$ cat config.mk
export PLATFORM = sky130hd
export DESIGN_NAME = alu_arbiter
export DESIGN_NICKNAME = d
export VERILOG_FILES = /design/src/rtl/alu_pkg.sv /design/src/rtl/rr_arbiter.sv /design/src/rtl/alu_arbiter.sv
export SDC_FILE = /design/constraint.sdc
export NUM_CORES = 1
export LEC_CHECK = 0
export BUFFER_PORTS_ARGS = -buffer_cell sky130_fd_sc_hd__buf_2
export CORE_AREA = 2 2 161 163
export CTS_CLUSTER_DIAMETER = 100
export DETAILED_ROUTE_END_ITERATION = 8
export DIE_AREA = 0 0 163 165
export GPL_TIMING_DRIVEN = 0
export HOLD_SLACK_MARGIN = 0.02
export PLACE_DENSITY = 0.57
export SLEW_MARGIN = 10
export SYNTH_ARGS = -nofsm -noshare
export SYNTH_HDL_FRONTEND = slang
export SYNTH_HIERARCHICAL = 1
export SYNTH_SLANG_ARGS = --single-unit
$ cat constraint.sdc
create_clock -name clk -period 3.5 [get_ports clk]
set_input_delay 0.35 -clock clk [delete_from_list [all_inputs] [get_ports clk]]
set_output_delay 0.35 -clock clk [all_outputs]
set_load 0.01 [all_outputs]
$ cat src/rtl/alu_pkg.sv
// rtl/alu_pkg.sv - shared constants, opcodes and FSM encoding for alu_arbiter
//
// Purpose: common definitions imported by alu_arbiter and rr_arbiter.
//   ALU_CTL_W : width of the ALU result-mux select
//   ID_W      : width of requester ids and the round-robin pointer (up to 8 requesters)
//   CNT_W     : width of the EXEC cycle counter
//   alu_op_e  : opcodes, passed to the ALU unchanged as alu_ctl
//   state_e   : arbiter FSM states
package alu_pkg;

    localparam int ALU_CTL_W = 3;
    localparam int ID_W      = 3;
    localparam int CNT_W     = 3;

    typedef enum logic [ALU_CTL_W-1:0] {
        ADD  = 3'd0,
        SUB  = 3'd1,
        XOR  = 3'd2,
        SLT  = 3'd3,
        AND  = 3'd4,
        NAND = 3'd5,
        NOR  = 3'd6,
        OR   = 3'd7
    } alu_op_e;

    typedef enum logic [1:0] {
        ST_IDLE = 2'd0,
        ST_EXEC = 2'd1,
        ST_RESP = 2'd2
    } state_e;

endpackage

$ cat src/rtl/rr_arbiter.sv
// rtl/rr_arbiter.sv - combinational round-robin winner selection
//
// Purpose: picks the first asserted request found when searching upward from
// ptr, wrapping modulo N_REQ.
// Ports:
//   req   in  N_REQ  request vector
//   ptr   in  ID_W   index where the search starts (always < N_REQ)
//   grant out N_REQ  one-hot winner, all-zero when no request is asserted
module rr_arbiter
    import alu_pkg::*;
#(
    parameter int N_REQ = 4
) (
    input  logic [N_REQ-1:0] req,
    input  logic [ID_W-1:0]  ptr,
    output logic [N_REQ-1:0] grant
);

    logic found;

    // Outer loop walks search distance from ptr, inner loop finds the requester
    // at that distance; every bit index stays a constant loop variable.
    always_comb begin
        grant = '0;
        found = 1'b0;
        for (int k = 0; k < N_REQ; k++) begin
            for (int j = 0; j < N_REQ; j++) begin
                if (!found && req[j] && (j == ((int'(ptr) + k) % N_REQ))) begin
                    grant[j] = 1'b1;
                    found    = 1'b1;
                end
            end
        end
    end

endmodule

$ cat src/rtl/alu_arbiter.sv
// rtl/alu_arbiter.sv - round-robin arbiter sharing one ALU among N_REQ requesters
//
// Purpose: grants one requester at a time, issues its registered operands and
// opcode to an external ALU, waits ALU_LATENCY cycles, captures the result and
// flags and presents them on a valid/ready response port.
// Ports:
//   clk, reset              clock and asynchronous active-high reset
//   req_valid/req_ready     per-requester handshake (req_ready is one-hot)
//   req_op/req_a/req_b      per-requester opcode and operands, packed by index
//   alu_a/alu_b/alu_ctl     registered operands and opcode to the ALU
//   alu_result/alu_flags    ALU outputs, flags = {carryout, overflow, zero}
//   rsp_valid/rsp_ready     response handshake
//   rsp_id/rsp_result/rsp_flags  owner and captured ALU outputs
//   busy                    high whenever the FSM is not IDLE
module alu_arbiter
    import alu_pkg::*;
#(
    parameter int N_REQ       = 4,
    parameter int WIDTH       = 32,
    parameter int ALU_LATENCY = 1
) (
    input  logic                       clk,
    input  logic                       reset,
    input  logic [N_REQ-1:0]           req_valid,
    output logic [N_REQ-1:0]           req_ready,
    input  logic [N_REQ*ALU_CTL_W-1:0] req_op,
    input  logic [N_REQ*WIDTH-1:0]     req_a,
    input  logic [N_REQ*WIDTH-1:0]     req_b,
    output logic [WIDTH-1:0]           alu_a,
    output logic [WIDTH-1:0]           alu_b,
    output logic [ALU_CTL_W-1:0]       alu_ctl,
    input  logic [WIDTH-1:0]           alu_result,
    input  logic [2:0]                 alu_flags,
    output logic                       rsp_valid,
    input  logic                       rsp_ready,
    output logic [ID_W-1:0]            rsp_id,
    output logic [WIDTH-1:0]           rsp_result,
    output logic [2:0]                 rsp_flags,
    output logic                       busy
);

    localparam logic [CNT_W-1:0] CNT_LAST = CNT_W'(ALU_LATENCY - 1);
    localparam logic [ID_W-1:0]  ID_LAST  = ID_W'(N_REQ - 1);

    state_e                 state_q, state_d;
    logic [ID_W-1:0]        ptr_q, ptr_d;
    logic [CNT_W-1:0]       cnt_q, cnt_d;
    logic [ID_W-1:0]        owner_q, owner_d;
    logic [WIDTH-1:0]       alu_a_q, alu_a_d;
    logic [WIDTH-1:0]       alu_b_q, alu_b_d;
    logic [ALU_CTL_W-1:0]   alu_ctl_q, alu_ctl_d;
    logic [WIDTH-1:0]       rsp_result_q, rsp_result_d;
    logic [2:0]             rsp_flags_q, rsp_flags_d;

    logic [N_REQ-1:0]       grant;
    logic                   grant_window;
    logic                   transfer;
    logic [ID_W-1:0]        win_idx;
    logic [WIDTH-1:0]       sel_a;
    logic [WIDTH-1:0]       sel_b;
    logic [ALU_CTL_W-1:0]   sel_op;

    rr_arbiter #(
        .N_REQ (N_REQ)
    ) u_rr_arbiter (
        .req   (req_valid),
        .ptr   (ptr_q),
        .grant (grant)
    );

    // A new grant is possible when idle, or while the current response is
    // being accepted so back-to-back operations lose no cycle.
    assign grant_window = (state_q == ST_IDLE) || ((state_q == ST_RESP) && rsp_ready);

    // Gated by reset so req_ready drops the moment reset asserts, not at the next edge.
    assign req_ready = (grant_window && !reset) ? grant : '0;
    assign transfer  = |(req_valid & req_ready);

    // Winner's index and payload, picked from the packed request buses.
    always_comb begin
        win_idx = '0;
        sel_a   = '0;
        sel_b   = '0;
        sel_op  = '0;
        for (int i = 0; i < N_REQ; i++) begin
            if (req_ready[i]) begin
                win_idx = ID_W'(i);
                sel_a   = req_a[WIDTH*i +: WIDTH];
                sel_b   = req_b[WIDTH*i +: WIDTH];
                sel_op  = req_op[ALU_CTL_W*i +: ALU_CTL_W];
            end
        end
    end

    always_comb begin
        state_d      = state_q;
        ptr_d        = ptr_q;
        cnt_d        = cnt_q;
        owner_d      = owner_q;
        alu_a_d      = alu_a_q;
        alu_b_d      = alu_b_q;
        alu_ctl_d    = alu_ctl_q;
        rsp_result_d = rsp_result_q;
        rsp_flags_d  = rsp_flags_q;

        case (state_q)
            ST_IDLE: begin
                state_d = ST_IDLE;
            end
            ST_EXEC: begin
                if (cnt_q == CNT_LAST) begin
                    rsp_result_d = alu_result;
                    rsp_flags_d  = alu_flags;
                    state_d      = ST_RESP;
                end else begin
                    cnt_d = cnt_q + CNT_W'(1);
                end
            end
            ST_RESP: begin
                if (rsp_ready) begin
                    state_d = ST_IDLE;
                end
            end
            default: begin
                state_d = ST_IDLE;
            end
        endcase

        // transfer can only be true inside a grant window, so it overrides the
        // IDLE hold and the RESP -> IDLE exit alike.
        if (transfer) begin
            alu_a_d   = sel_a;
            alu_b_d   = sel_b;
            alu_ctl_d = sel_op;
            owner_d   = win_idx;
            cnt_d     = '0;
            ptr_d     = (win_idx == ID_LAST) ? '0 : win_idx + ID_W'(1);
            state_d   = ST_EXEC;
        end
    end

    always_ff @(posedge clk or posedge reset) begin
        if (reset) begin
            state_q      <= ST_IDLE;
            ptr_q        <= '0;
            cnt_q        <= '0;
            owner_q      <= '0;
            alu_a_q      <= '0;
            alu_b_q      <= '0;
            alu_ctl_q    <= '0;
            rsp_result_q <= '0;
            rsp_flags_q  <= '0;
        end else begin
            state_q      <= state_d;
            ptr_q        <= ptr_d;
            cnt_q        <= cnt_d;
            owner_q      <= owner_d;
            alu_a_q      <= alu_a_d;
            alu_b_q      <= alu_b_d;
            alu_ctl_q    <= alu_ctl_d;
            rsp_result_q <= rsp_result_d;
            rsp_flags_q  <= rsp_flags_d;
        end
    end

    assign alu_a      = alu_a_q;
    assign alu_b      = alu_b_q;
    assign alu_ctl    = alu_ctl_q;
    assign rsp_valid  = (state_q == ST_RESP);
    assign rsp_id     = owner_q;
    assign rsp_result = rsp_result_q;
    assign rsp_flags  = rsp_flags_q;
    assign busy       = (state_q != ST_IDLE);

endmodule

## Word-level counts from Yosys, hierarchy flattened

Index checks and enable logic that the tools add are counted.

- Flip-flop bits (word level): 112
- Logic and storage cells: 155

- $add $sub $neg: 5
- Equality and inequality tests: 18
- Multiplexer cells: 54
- Bitwise logic cells: 4
- Reductions and logical operators: 65

Operators with widths:

| kind | count |
|---|---|
| 2-to-1 mux 32 bit | 8 |
| logical NOT 32 bit | 4 |
| logical AND 1 bit | 33 |
| 2-to-1 mux 1 bit | 31 |
| 2-to-1 mux 3 bit | 9 |
| equality test 3 bit, first input constant | 6 |
| logical NOT 1 bit | 16 |
| equality test 2 x 3 -> 1 bit, first input constant | 3 |
| 2-to-1 mux 2 bit | 4 |
| AND reduction 2 bit | 3 |
| OR reduction 2 bit | 3 |
| adder 2 x 1 -> 2 bit, second input constant | 2 |
| adder 2 bit, second input constant | 2 |
| AND 4 bit | 1 |
| equality test 2 bit, first input constant | 2 |
| 2-to-1 mux 4 bit | 1 |
| case mux 2 bit (2 select lines) | 1 |
| nonzero test 2 bit | 2 |
| OR reduction 4 bit | 1 |
| adder 3 x 1 -> 3 bit, second input constant | 1 |
| AND 1 bit, first input constant | 3 |
| equality test 3 x 2 -> 1 bit, second input constant | 1 |
| logical NOT 3 bit | 1 |
| != test 3 x 1 -> 1 bit, second input constant | 1 |
| other kinds (7) | 7 |

## Logic depth before layout (Yosys ltp)

Gate-level depths: netlist of the first run.

- Depth in word-level cells: 69
- Depth in mapped cells: 11

## Cells and area by module

The synthesis of the first run kept the hierarchy.

By module, submodules not included:

| module | times used | cells each | area each (um^2) | sequential area each (um^2) |
|---|---|---|---|---|
| alu_arbiter | 1 | 529 | 6045.8 | 2777.7 |
| rr_arbiter | 1 | 17 | 102.6 | 0.0 |

## Worst setup path before layout of the first run

No wires, ideal clock.

- Kind: register to register
- From: reg ptr_q[0]
- To: reg alu_b_q[0] (netlist: alu_b[0])
- Data arrival time: 2083 ps
- Setup slack: 1297 ps
- Stages on the path, launching flop included: 12
- Cells stage by stage: dfrtp_1 nor2b_4 nor3_1 o31a_1 buf_2 a22o_1 o211a_1 buf_2 buf_6 buf_6 o21a_1 a22o_1

- Elaborated cells on any way between the ends: 108

RTL lines:

| element | RTL line | text |
|---|---|---|
| start: declaration | alu_arbiter.sv:46 | `logic [ID_W-1:0] ptr_q, ptr_d;` |
| start signal: assignment | alu_arbiter.sv:155 | `ptr_q <= ptr_d;` |
| logical NOT 32 bit | rr_arbiter.sv:28 | `if (!found && req[j] && (j == ((int'(ptr) + k) % N_REQ))) begin` |
| logical AND 1 bit | rr_arbiter.sv:28 |  |
| 2-to-1 mux 1 bit | rr_arbiter.sv:28 |  |
| logical NOT 1 bit | rr_arbiter.sv:28 |  |
| logical AND 1 bit (2 in a row) | rr_arbiter.sv:28 |  |
| 2-to-1 mux 1 bit | rr_arbiter.sv:28 |  |
| logical NOT 1 bit | rr_arbiter.sv:28 |  |
| logical AND 1 bit (2 in a row) | rr_arbiter.sv:28 |  |
| [... 44 more ...] | n/a |  |
| 2-to-1 mux 1 bit | rr_arbiter.sv:28 |  |
| logical NOT 1 bit | rr_arbiter.sv:28 |  |
| logical AND 1 bit (2 in a row) | rr_arbiter.sv:28 |  |
| 2-to-1 mux 1 bit * | rr_arbiter.sv:28 |  |
| via grant[2] | alu_arbiter.sv:55 | `logic [N_REQ-1:0] grant;` |
| 2-to-1 mux 4 bit * | alu_arbiter.sv:76 | `assign req_ready = (grant_window && !reset) ? grant : '0;` |
| AND 4 bit or 2-to-1 mux 32 bit (tied branches) | alu_arbiter.sv:77, alu_arbiter.sv:86 |  |
| OR reduction 4 bit or 2-to-1 mux 32 bit (tied branches) | alu_arbiter.sv:77, alu_arbiter.sv:86 |  |
| end signal: assignment | alu_arbiter.sv:159 | `alu_b_q <= alu_b_d;` |
| end: declaration | alu_arbiter.sv:50 | `logic [WIDTH-1:0] alu_b_q, alu_b_d;` |

Mark *: on every way through the listed nets, which the timed path passes. The rest lies on a longest branch.
A chain may end at the register's enable or synchronous reset.

## Worst setup path in the final report of the first run

- From: reg ptr_q[0]
- To: reg alu_b_q[27] (netlist: alu_b[27])

Same word-level chain as after synthesis.

==> flow_summary.yaml, run 1 <==
critical_path:
  crit_fanout: 10
  r2r-end: "alu_b[27]"
  rrSetupSlack_ns: 0.31
  startpoint_type: "flip-flop"
  path_class: "flip-flop to flip-flop"
  rr_worst_depth: 10
  crit_arrival_ns: 3.48
  worstPathRequired_ns: 3.79
  r2r-start: "ptr_q[0]"
  endpoint_kind: "flip-flop"
logic_synthesis:
  yosysMostFrequentCell: "dfrtp_1"
  ys_types: 39
  netlist_top_cells_area: "dfrtp_1 45%, a22o_1 9.8%, a221oi_1 9.5%"
  synthArstFlopShare_pct: 100
  synth_common_cells: "111 x dfrtp_1, 69 x a22o_1, 67 x a221oi_1, 67 x o21a_1, 67 x o2bb2ai_1"
  synth_edf_count: 0
  syn_inst: 546
  mappedNetlistArea_um2: 6150
  yosys_warnings: 6
  ys_seq_area_share_pct: 45.2
  synth_top_area_share_pct: 45.2
  yosysTopAreaCell: "dfrtp_1"
  synth_nets: 858
  synthFlopType: "dfrtp_1"
  synth_area_per_cell_um2: 11.3
  synth-seq-cells: 111
placement:
  dp_hpwl_um: 21200
  portBuffers: 419
  gp_routability_congestion: 0.830
clocking:
  clk_path_buf_depth: 2
  cts_tree: "built"
  ctsRootBufferMaster: "clkbuf_16"
  postCtsSetupRepairBufs: 0
  clk_pin_slew_ns: 0.08
  clock_latency_ns: 0.36
  cts_made_buffers: 9
  htreeDepth: 3
  cts.sinks: 111
  cts_hold_buf: 0
  cts_resized: 0
finish:
  n_fill_cell: 2610
  num-nets-final: 1289
  final_util_pct: 36.0
  drive_gt1_share_pct: 48.4
  area_delta_synth_final_pct: 46.8
timing:
  relSlewSlack_pct: 37.7
  period_minus_slack_ns: 3.19
  report.final.slew_viol_count: 0
  finalSetupViolations: 0
  fmax_mhz: 314
  timing_hold_violations_final: 0
  worstMarginPinSlew_ns: 0.934
  clock_skew_ns: 0.0158
  rsz0062_at_grt: "no"
  min_period_over_period_pct: 91.0
floorplanning:
  io_pins: 421
  rows: 58
  die_w_um: 163
  die_y_um: 165
  fp.coreArea_um2: 25000
  start_util_pct: 24.6
  dieArea_um2: 26900
grt:
  overflow: 0
  antenna_found_initial: 0
  grt_max_degree: 60
  grt_pass1_vias: 6600
  track_usage_pct: 19.4
  grt_pass1_wl_um: 39200
pwr:
  power_mw: 6.58
  p_comb_share_pct: 49.0
  p_int_mw: 3.91
  switching_share_pct: 40.6
  power_density_nw_per_um2: 729
  p_leak_nw: 4.46
  ir_worst_vdd_v: 0.000293
  power_frac_seq_pct: 33.4
  pwr-share-clk_pct: 17.5
  p_switching_mw: 2.67
drt:
  drt_iter0_drc: 374
  wire_per_inst_um: 20.6
  firstDrtPassIters: 4
  via_per_inst: 5.00
  drt-total-wl_um: 27000
  via_count: 6562
  antenna_left: 0
  post-route-drc-count: 0
worst_hold_path:
  min_path_type: "input port to async pin"
job:
  cap_violations: 0
outcome:
  status: "finished, final reports clean"
==> routing by layer <==
metal / part of all wire, % / global-route usage, %
met5: 0 / 0
met4: 1.7 / 5.07
met3: 7.1 / 4.24
met2: 49 / 33.5
met1: 42 / 24.6
==> flip-flops by register name (all words and copies together) (netlist names) <==
register,count
alu_ctl,3
rsp_flags,3
cnt_q,3
rsp_id,2
ptr_q,2
alu_b,32
rsp_result,32
alu_a,32
state_q,2
==> power groups by stage <==
stage / sequential (mW) / clock, mW / combinational [mW]
3_3_place_gp: 2.21 / 0 / 3.23
4_1_cts: 2.20 / 1.19 / 3.28
5_1_grt: 2.27 / 1.25 / 3.53
6_report: 2.20 / 1.15 / 3.23
2_1_floorplan: 2.45 / 0 / 1.62
3_5_place_dp: 2.21 / 0 / 3.28
==> logic make-up (layout without fill, tap and decap cells) <==
kind of cell,after synthesis,after routing,share of synthesized area (%)
adders and majority gates,2,2,0.407
xor gates and xnor gates,1,1,0.142
DFF,111,111,45.2
and+or+nand+nor,38,38,3.48
other,1,2,0.0610
buffers and inverters,74,510,5.54
muxes,35,35,6.41
AOI/OAI and AO/OA,284,284,38.8
==> critical path: stages, from the launching register on <==
cell	delay, ns
dfrtp_1	0.49
nor2b_4	0.16
nor3_1	0.05
o31a_1	0.27
buf_2	0.23
nor3b_2	0.54
buf_2	0.48
buf_2	0.33
a221oi_1	0.16
o2bb2ai_1	0.25
a22o_1	0.15
==> how the worst max path moves through the flow <==
stage | start | end | slack (ns) | cells after the start
after CTS | ptr_q[0] | alu_b[27] | 0.26 | 10
after detailed placement | req_valid[0] | alu_b[27] | 0.24 | 11
after floorplan | reset | alu_a[0] | 0.22 | 1
after global routing | ptr_q[0] | alu_b[27] | 0.12 | 10
final | ptr_q[0] | alu_b[27] | 0.31 | 10
after global placement | reset | alu_a[2] | -1.36 | 2
==> metrics by stage <==
stage | setup WS (ns) | area (µm²) | setup TNS (ns) | hold slack, ns | instances
6_report | 0.314 | 9020 | 0 | 0.0495 | 1313
3_5_place_dp | 0.243 | 8690 | 0 | 0.456 | 1296
2_1_floorplan | 0.219 | 6150 | 0 | 0.473 | 546
5_1_grt | 0.121 | 9020 | 0 | 0.0893 | 1312
3_3_place_gp | -1.36 | 8660 | -149.24 | 0.460 | 1295
4_1_cts | 0.256 | 9020 | 0 | 0.0591 | 1312
==> placed cells by master, fill, tap and decap left out, types with 3 or more instances in the layout <==
cell type / instances
buf_2: 442
dfrtp_1: 111
a22o_1: 69
a221oi_1: 67
o2bb2ai_1: 67
o21a_1: 67
clkbuf_1: 35
mux2_1: 35
nand2_1: 9
nor2_1: 9
clkbuf_16: 9
buf_4: 5
inv_1: 5
nand3_1: 4
and3_1: 4
inv_8: 3
==> layout make-up <==
class | instances | area [µm²] | area share, %
multi-input combinational | 361 | 3030 | 33.6
buffer | 66 | 310 | 3.44
inverter | 8 | 35.0 | 0.388
timing repair buffer | 420 | 2120 | 23.5
sequential | 111 | 2780 | 30.8
antenna | 1 | 2.50 | 0.0277
clock inverter | 7 | 105 | 1.16
tap | 330 | 413 | 4.58
clock buffer | 9 | 225 | 2.50
Note: power is estimated with default switching activity, not from simulation.
==> run 2: changes to the inputs <==
--- a/config.mk
+++ b/config.mk
@@ -6,13 +6,12 @@
 export NUM_CORES = 1
 export LEC_CHECK = 0
 export BUFFER_PORTS_ARGS = -buffer_cell sky130_fd_sc_hd__buf_2
-export CORE_AREA = 2 2 161 163
+export CORE_AREA = 2 2 165 167
 export CTS_CLUSTER_DIAMETER = 100
 export DETAILED_ROUTE_END_ITERATION = 8
-export DIE_AREA = 0 0 163 165
-export GPL_TIMING_DRIVEN = 0
+export DIE_AREA = 0 0 167 169
 export HOLD_SLACK_MARGIN = 0.02
-export PLACE_DENSITY = 0.57
+export PLACE_DENSITY = 0.55
 export SLEW_MARGIN = 10
 export SYNTH_ARGS = -nofsm -noshare
 export SYNTH_HDL_FRONTEND = slang
==> run 2 against run 1 <==
  * Fmax up 8.3%
  * Wire length down 7.6%
  * Core utilization is 2.5 points lower
  * Power decreased by 2.8%
  * Largest cell class unchanged
  * Sequential cell count stayed put
  * Global-route usage shrank 2.4 points
==> flow_summary.yaml, run 2 (synthesis gave the netlist of run 1 again) <==
floorplanning:
  rows: 60
  die_y_um: 169
  io_pins: 421
  fp.coreArea_um2: 26500
  dieArea_um2: 28200
  start_util_pct: 23.2
  die_w_um: 167
critical_path:
  crit_arrival_ns: 2.59
  crit_fanout: 27
  crit_chain: "nor2b_4, o21ai_1, and3_2, buf_4, nand3_4, buf_4, inv_2, buf_2"
  crit_cells: 8
  startpoint: "ptr_q[0]"
  crit_end: "req_ready[3]"
  max_stage_delay_ns: 0.50
  rr_worst_depth: 8
  endpoint_kind: "output pin"
  crit_top_cell: "buf_4"
  worstPathRequired_ns: 3.15
  cp_slowest_cell: "and3_2"
  path_class: "flip-flop to output pin"
  r2r-start: "ptr_q[1]"
  crit_buf_inv: 4
  critPathTopFamily: "buffers and inverters"
  r2r-end: "alu_b[13]"
  rrSetupSlack_ns: 0.79
  startpoint_type: "flip-flop"
pwr:
  p_leak_nw: 4.36
  power_mw: 6.39
  power_density_nw_per_um2: 720
  ir_worst_vdd_v: 0.000333
placement:
  post-place-ws_ns: 0.761
  gp_routability_congestion: 0.807
  dp_hpwl_um: 18600
  dp.cells: 1258
  portBuffers: 419
  place_area_um2: 8580
finish:
  area_delta_synth_final_pct: 44.5
  n_antenna_cell: 0
  n_fill_cell: 2778
  seqCellArea_um2: 2780
  fin_cells: 1274
  final_util_pct: 33.5
  mostFrequentLayoutCell: "buf_2"
  num-nets-final: 1240
  final_area_um2: 8890
  layout_common_cells: "419 x buf_2, 111 x dfrtp_1, 69 x a22o_1"
  multi_input_area_um2: 3060
  drive_gt1_share_pct: 50.1
grt:
  overflow: 0
  track_usage_pct: 17.0
  grt_pass1_wl_um: 37200
  grt_max_degree: 59
  antenna_found_initial: 0
  grt_pass1_vias: 6253
timing:
  report.final.slew_viol_count: 0
  rsz0062_at_grt: "no"
  min_period_over_period_pct: 84.0
  relSlewSlack_pct: 53.0
  holdWs_ns: 0.144
  setup_ws_ns: 0.559
  period_minus_slack_ns: 2.94
  fin_tns_setup_ns: 0
  worstMarginPinSlew_ns: 0.702
  finalSetupViolations: 0
  fmax_mhz: 340
  clock_skew_ns: 0.00856
  timing_hold_violations_final: 0
drt:
  antenna_left: 0
  top_layer: "met4"
  firstDrtPassIters: 4
  via_count: 6331
  wire_per_inst_um: 19.6
  drt-met1-wl_um: 10800
  via_per_inst: 4.97
  drt_iter0_drc: 364
  drt-total-wl_um: 25000
  wl_met3_um: 1580
  post-route-drc-count: 0
  met2_length_um: 12300
outcome:
  status: "finished, final reports clean"
job:
  cap_violations: 0
clocking:
  cts_tree: "built"
  htreeDepth: 3
  clk_path_buf_depth: 2
  clk_pin_slew_ns: 0.08
  clock_latency_ns: 0.36
  postCtsSetupRepairBufs: 0
  ctsRootBufferMaster: "clkbuf_16"
  cts_hold_buf: 0
  cts_resized: 0
  cts.sinks: 111
  cts_made_buffers: 9
worst_hold_path:
  min_path_type: "input port to async pin"
## run 2: worst min path at each step
stage | endpoint | slack (ns) | cells after the start
6_report | alu_b[8] | 0.14 | 2
2_1_floorplan | cnt_q[0] | 0.47 | 1
3_3_place_gp | rsp_id[1] | 0.46 | 2
5_1_grt | rsp_result[1] | 0.18 | 2
4_1_cts | alu_b[8] | 0.18 | 2
3_5_place_dp | rsp_id[1] | 0.47 | 2
## run 2: where the power goes
part / leakage [nW] / internal [mW] / switching (mW) / total (mW)
Combinational: 2.78 / 1.44 / 1.68 / 3.12
Sequential: 1.43 / 1.87 / 0.323 / 2.19
Clock: 0.144 / 0.508 / 0.572 / 1.08
## run 2: layout make-up
| cell class | count | share of cell area (%) |
|---|---|---|
| Clock buffer | 9 | 2.53 |
| Clock inverter | 7 | 0.873 |
| Inverter | 8 | 0.366 |
| Multi-Input combinational cell | 361 | 34.5 |
| Sequential cell | 111 | 31.3 |
| Tap cell | 341 | 4.80 |
| Timing Repair Buffer | 437 | 25.7 |
## run 2: metal layers
| layer | vias up | track usage, % |
|---|---|---|
| met4 | 0 | 3.49 |
| li1 | 2987 | - |
| met5 | - | 0 |
| met3 | 19 | 3.88 |
| met1 | 3044 | 21.5 |
| met2 | 281 | 29.8 |
